**config.mk**
```make
export PLATFORM = sky130hd
export DESIGN_NAME = dual_lane_serializer
export DESIGN_NICKNAME = d
export VERILOG_FILES = /design/src/rtl/ser_pkg.sv /design/src/rtl/ser_lane_shift.sv /design/src/rtl/dual_lane_serializer.sv
export SDC_FILE = /design/constraint.sdc
export NUM_CORES = 1
export LEC_CHECK = 0
export CELL_PAD_IN_SITES_DETAIL_PLACEMENT = 1
export CELL_PAD_IN_SITES_GLOBAL_PLACEMENT = 2
export CORE_MARGIN = 2
export CORE_UTILIZATION = 25
export DETAILED_ROUTE_END_ITERATION = 6
export PLACE_DENSITY_LB_ADDON = 0.1
export SLEW_MARGIN = 20
export SYNTH_ARGS = -nofsm -noshare
export SYNTH_HDL_FRONTEND = slang
export SYNTH_SLANG_ARGS = --single-unit
export TNS_END_PERCENT = 100
```
**constraint.sdc**
```tcl
create_clock -name clk -period 2.8 [get_ports clk]
set_clock_uncertainty 0.05 [all_clocks]
set_input_delay 0.7 -clock clk [delete_from_list [all_inputs] [get_ports clk]]
set_output_delay 0.7 -clock clk [all_outputs]
set_load 0.02 [all_outputs]
```
**src/rtl/ser_pkg.sv**
```systemverilog
// Shared FSM state type, line levels and counter sizing for the two-lane serializer.
package ser_pkg;

    typedef enum logic [1:0] {IDLE, START, DATA, GAP} ser_state_t;

    localparam logic START_LEVEL = 1'b1;
    localparam logic IDLE_LEVEL  = 1'b0;

    // Bits needed to hold values 0..n-1, never less than one bit.
    function automatic int cnt_width(input int n);
        return (n <= 2) ? 1 : $clog2(n);
    endfunction

endpackage

```
**src/rtl/ser_lane_shift.sv**
```systemverilog
// One serial lane: parallel-load shift register presenting its MSB; shifts left.
module ser_lane_shift #(
    parameter int WIDTH = 8
) (
    input  logic             clk,
    input  logic             arst,
    input  logic             i_load,
    input  logic             i_shift,
    input  logic [WIDTH-1:0] i_data,
    output logic             o_msb
);

    logic [WIDTH-1:0] r_sh;

    always_ff @(posedge clk or posedge arst) begin
        if (arst)
            r_sh <= '0;
        else if (i_load)
            r_sh <= i_data;
        else if (i_shift)
            r_sh <= {r_sh[WIDTH-2:0], 1'b0};
    end

    assign o_msb = r_sh[WIDTH-1];

endmodule

```
**src/rtl/dual_lane_serializer.sv**
```systemverilog
// Two-lane lockstep serializer: start bit, WIDTH data bits MSB-first, then an idle gap.
module dual_lane_serializer
    import ser_pkg::*;
#(
    parameter int WIDTH      = 8,
    parameter int GAP_CYCLES = 2
) (
    input  logic             clk,
    input  logic             arst,
    input  logic             s_valid,
    output logic             s_ready,
    input  logic [WIDTH-1:0] s_data_a,
    input  logic [WIDTH-1:0] s_data_b,
    output logic             ser_a,
    output logic             ser_b,
    output logic             busy
);

    localparam int CW = cnt_width(WIDTH);
    localparam int GW = cnt_width(GAP_CYCLES + 1);

    ser_state_t r_state, w_state_nxt;
    logic [CW-1:0] r_cnt, w_cnt_nxt;
    logic [GW-1:0] r_gcnt, w_gcnt_nxt;
    logic r_ser_a, r_ser_b, r_busy;
    logic w_ser_a_nxt, w_ser_b_nxt;
    logic w_load, w_shift;
    logic w_msb_a, w_msb_b;

    ser_lane_shift #(.WIDTH(WIDTH)) u_lane_a (
        .clk     (clk),
        .arst    (arst),
        .i_load  (w_load),
        .i_shift (w_shift),
        .i_data  (s_data_a),
        .o_msb   (w_msb_a)
    );

    ser_lane_shift #(.WIDTH(WIDTH)) u_lane_b (
        .clk     (clk),
        .arst    (arst),
        .i_load  (w_load),
        .i_shift (w_shift),
        .i_data  (s_data_b),
        .o_msb   (w_msb_b)
    );

    always_ff @(posedge clk or posedge arst) begin
        if (arst) begin
            r_state <= IDLE;
            r_cnt   <= '0;
            r_gcnt  <= '0;
            r_ser_a <= IDLE_LEVEL;
            r_ser_b <= IDLE_LEVEL;
            r_busy  <= 1'b0;
        end else begin
            r_state <= w_state_nxt;
            r_cnt   <= w_cnt_nxt;
            r_gcnt  <= w_gcnt_nxt;
            r_ser_a <= w_ser_a_nxt;
            r_ser_b <= w_ser_b_nxt;
            r_busy  <= (w_state_nxt != IDLE);
        end
    end

    // Serial outputs are registered, so each branch computes the level for the state being entered.
    always_comb begin
        w_state_nxt = r_state;
        w_cnt_nxt   = r_cnt;
        w_gcnt_nxt  = r_gcnt;
        w_load      = 1'b0;
        w_shift     = 1'b0;
        w_ser_a_nxt = IDLE_LEVEL;
        w_ser_b_nxt = IDLE_LEVEL;
        case (r_state)
            IDLE: begin
                if (s_valid) begin
                    w_state_nxt = START;
                    w_load      = 1'b1;
                    w_ser_a_nxt = START_LEVEL;
                    w_ser_b_nxt = START_LEVEL;
                end
            end
            START: begin
                w_state_nxt = DATA;
                w_cnt_nxt   = CW'(WIDTH - 1);
                w_ser_a_nxt = w_msb_a;
                w_ser_b_nxt = w_msb_b;
                w_shift     = 1'b1;
            end
            DATA: begin
                if (r_cnt == '0) begin
                    if (GAP_CYCLES > 0) begin
                        w_state_nxt = GAP;
                        w_gcnt_nxt  = GW'(GAP_CYCLES - 1);
                    end else begin
                        w_state_nxt = IDLE;
                    end
                end else begin
                    w_cnt_nxt   = r_cnt - 1'b1;
                    w_ser_a_nxt = w_msb_a;
                    w_ser_b_nxt = w_msb_b;
                    w_shift     = 1'b1;
                end
            end
            GAP: begin
                if (r_gcnt == '0)
                    w_state_nxt = IDLE;
                else
                    w_gcnt_nxt = r_gcnt - 1'b1;
            end
            default: w_state_nxt = IDLE;
        endcase
    end

    assign s_ready = (r_state == IDLE);
    assign ser_a   = r_ser_a;
    assign ser_b   = r_ser_b;
    assign busy    = r_busy;

endmodule

```
==> results of run 1 <==
## registers in the layout, indices dropped and copies added (netlist names)
name and count:
r_cnt 3, u_lane_b.r_sh 8, r_gcnt 2, r_state 2
ser_a 1, ser_b 1, busy 1, u_lane_a.r_sh 8
## stage by stage
step | setup slack [ns] | total power [mW] | utilization (%) | cell area (um^2) | cells
after floorplan | 1.137 | 1.500 | - | 1386 | 155
after global placement | 0.6659 | 1.703 | 30.55 | 1662 | 244
after detailed placement | 0.6353 | 1.747 | 30.55 | 1662 | 244
after CTS | 0.3002 | 2.010 | 31.56 | 1717 | 248
after global routing | 0.2276 | 2.178 | 31.56 | 1717 | 248
final | 0.3302 | 1.966 | 31.56 | 1717 | 248
## worst min path at each step
stage               end  slack [ns]     start  cells past startpoint
2_1_floorplan  r_cnt[0]        0.41  r_cnt[0]                      1
3_3_place_gp   r_cnt[0]        0.43  r_cnt[0]                      1
3_5_place_dp   r_cnt[0]        0.46  r_cnt[0]                      1
4_1_cts        r_cnt[0]        0.47  r_cnt[0]                      1
5_1_grt        r_cnt[0]        0.51  r_cnt[0]                      1
6_report       r_cnt[0]        0.46  r_cnt[0]                      1
## logic make-up (layout without fill, tap and decap cells)
logic type                 after synthesis  count (layout)  synth area share [%]
adders and majority gates                8               8                 7.221
muxes                                    2               2                 1.534
DFF                                     26              26                 46.93
and+or+nand+nor                         65              65                 19.77
buffers and inverters                   16              37                 6.046
AOI/OAI and AO/OA                       38              38                 18.50
## worst reg2reg max path: stages (launching register included)
cell     delay [ns]
dfrtp_1        0.44
inv_1          0.12
ha_1           0.40
and2_1         0.28
a21oi_4        0.40
nand2_1        0.10
a31oi_1        0.21
## area by class of cell
type	count	area, um^2
fill	637	3722
clock buffer	4	55.05
tap	72	90.09
timing repair buffer	24	235.2
multi-input combinational	113	651.9
sequential	26	650.6
inverter	9	33.78
## cell usage in the layout, fill, tap and decap left out, types with 2 or more instances in the layout
cell              n
a21oi_1           7
a22oi_1           2
a31oi_1          14
buf_4             2
clkbuf_8          4
clkdlybuf4s50_1  22
dfrtp_1          26
ha_1              8
inv_1             9
nand2_1          40
nand3_1           2
nor2_1           14
nor2b_1           2
nor3_1            3
o21ai_0           6
o21ai_1           2
## per-layer routing
layer	vias to the layer above	wire, um	global-route usage, %
met5	-	0	0
met4	0	43	2.632
met3	6	105	3.103
met2	20	1507	20.09
met1	553	1552	14.95
li1	564	-	-
## power by group through the flow
| stage | clock [mW] | combinational, mW | sequential, mW |
|---|---|---|---|
| floorplan | 0 | 0.819 | 0.681 |
| global placement | 0 | 1.03 | 0.673 |
| detailed placement | 0 | 1.06 | 0.684 |
| CTS | 0.264 | 1.07 | 0.677 |
| global route | 0.280 | 1.20 | 0.700 |
| finish | 0.250 | 1.04 | 0.675 |
==> impl_metrics.py, run 1 <==
metrics = {
    "status": {
        "outcome": "complete, no violations",
    },
    "synthesis": {
        "syn_area_um2": 1386,
        "synthFlopType": "dfrtp_1",
        "synth_most_common_cell": "nand2_1",
        "yosysUniqueCellTypes": 29,
        "synthArstFlopShare_pct": 100.0,
        "synth.avg_cell_area_um2": 8.944,
        "synth_top_area_share_pct": 46.93,
        "synthTopCellsByArea": "dfrtp_1 47%, nand2_1 11%, ha_1 7.2%",
        "synth_top_area_cell": "dfrtp_1",
        "synth-edff-count": 0,
        "syn_inst": 155,
        "synth_common_cells": "40 x nand2_1, 26 x dfrtp_1, 14 x a31oi_1, 14 x nor2_1, 9 x inv_1",
        "yosysWarningCount": 0,
        "yosysSeqAreaShare_pct": 46.93,
        "synth_seq_cells": 26,
        "synth_nets": 182,
    },
    "placed_design": {
        "dpl.hpwl_um": 2240,
        "io_buffer_count": 22,
        "gp_congestion": 0.7028,
    },
    "detailed_routing": {
        "drtPass1Iterations": 4,
        "wl_um": 3208,
        "ant_nets": 0,
        "drc": 0,
        "vias_per_cell": 4.609,
        "routedWlPerCell_um": 12.94,
        "vias": 1143,
        "drtIter0Drc": 38,
    },
    "critical_path": {
        "critPathCaptureType": "primary output",
        "reg2reg_slack_ns": 0.73,
        "r2r_start": "r_state[0]",
        "worst-path-stages": 3,
        "cp_slowest_cell": "clkdlybuf4s50_1",
        "r2r_cells": 6,
        "cp-start-kind": "register",
        "crit_type": "reg -> out",
        "cpLargestDelayFamily": "buffers and inverters",
        "required_ns": 2.05,
        "cp-startpoint": "r_state[0]",
        "endpoint": "s_ready",
        "worstReg2RegEnd": "u_lane_a.r_sh[5]",
        "path_buf_inv": 2,
        "path_cells": "inv_1 -> ha_1 -> clkdlybuf4s50_1",
        "path_max_fanout": 6,
        "arrival_ns": 1.72,
        "max_stage_delay_ns": 0.63,
    },
    "clock_network": {
        "clk_pin_slew_ns": 0.10,
        "clk_root_buffer_cell": "clkbuf_8",
        "numCtsBuffers": 3,
        "postCtsHoldBufs": 0,
        "clkLatencyLatePin_ns": 0.28,
        "post_cts_buffers": 0,
        "cts.sinks": 26,
        "tritoncts": "done",
        "cts_resized": 0,
        "ctsHtreeMaxLevel": 1,
        "cts_max_path_buffers": 2,
    },
    "floorplanning": {
        "rows": 27,
        "fp.dieH_um": 78.47,
        "initial_utilization_pct": 25.49,
        "die_x_um": 78.47,
        "core_um2": 5439,
        "die_area_um2": 6157,
        "io_pins": 23,
    },
    "power_and_ir_drop": {
        "p_sw_uw": 833.7,
        "p_per_area_nw_per_um2": 1145,
        "swShare_pct": 42.41,
        "power.leakage_nw": 0.7656,
        "vdd_ir_drop_max_mv": 0.5420,
        "p_int_mw": 1.132,
        "p_clk_share_pct": 12.7,
        "power_frac_seq_pct": 34.3,
        "pwr-share-comb_pct": 53.0,
    },
    "finish": {
        "drive_above_1_share_pct": 7.386,
        "antenna_cells": 0,
        "fin_nets": 204,
        "area_delta_synth_final_pct": 23.83,
    },
    "sta": {
        "slew_viol_final": 0,
        "final_hold_viol_count": 0,
        "fmax_mhz": 404.9,
        "finalCriticalPeriod_ns": 2.470,
        "setup_tns_ns": 0,
        "hold_ws_ns": 0.4625,
        "final.period_utilization_pct": 88.21,
        "slew_headroom_pct": 64.53,
        "tightestPinTransition_ns": 0.5321,
        "setup_violations": 0,
        "rsz0062_at_grt": "false",
    },
    "min_path": {
        "min_path_type": "reg -> reg",
    },
    "global_routing": {
        "antenna_found_initial": 0,
        "grt_pass1_wl_um": 5782,
        "grt_pass1_vias": 1240,
        "grt_max_degree": 33,
        "track_usage_pct": 11.78,
        "gr-total-overflow": 0,
    },
    "run": {
        "max_cap_violations": 0,
    },
}
(Power assumes the default switching activity.)
==> run 2, diff against run 1 <==
--- a/config.mk
+++ b/config.mk
@@ -10,6 +10,7 @@
 export CORE_MARGIN = 2
 export CORE_UTILIZATION = 25
 export DETAILED_ROUTE_END_ITERATION = 6
+export HOLD_SLACK_MARGIN = 0.08
 export PLACE_DENSITY_LB_ADDON = 0.1
 export SLEW_MARGIN = 20
 export SYNTH_ARGS = -nofsm -noshare
==> results of run 2 <==
Same layout as run 1: the final DEF is identical, and so are final timing and power.
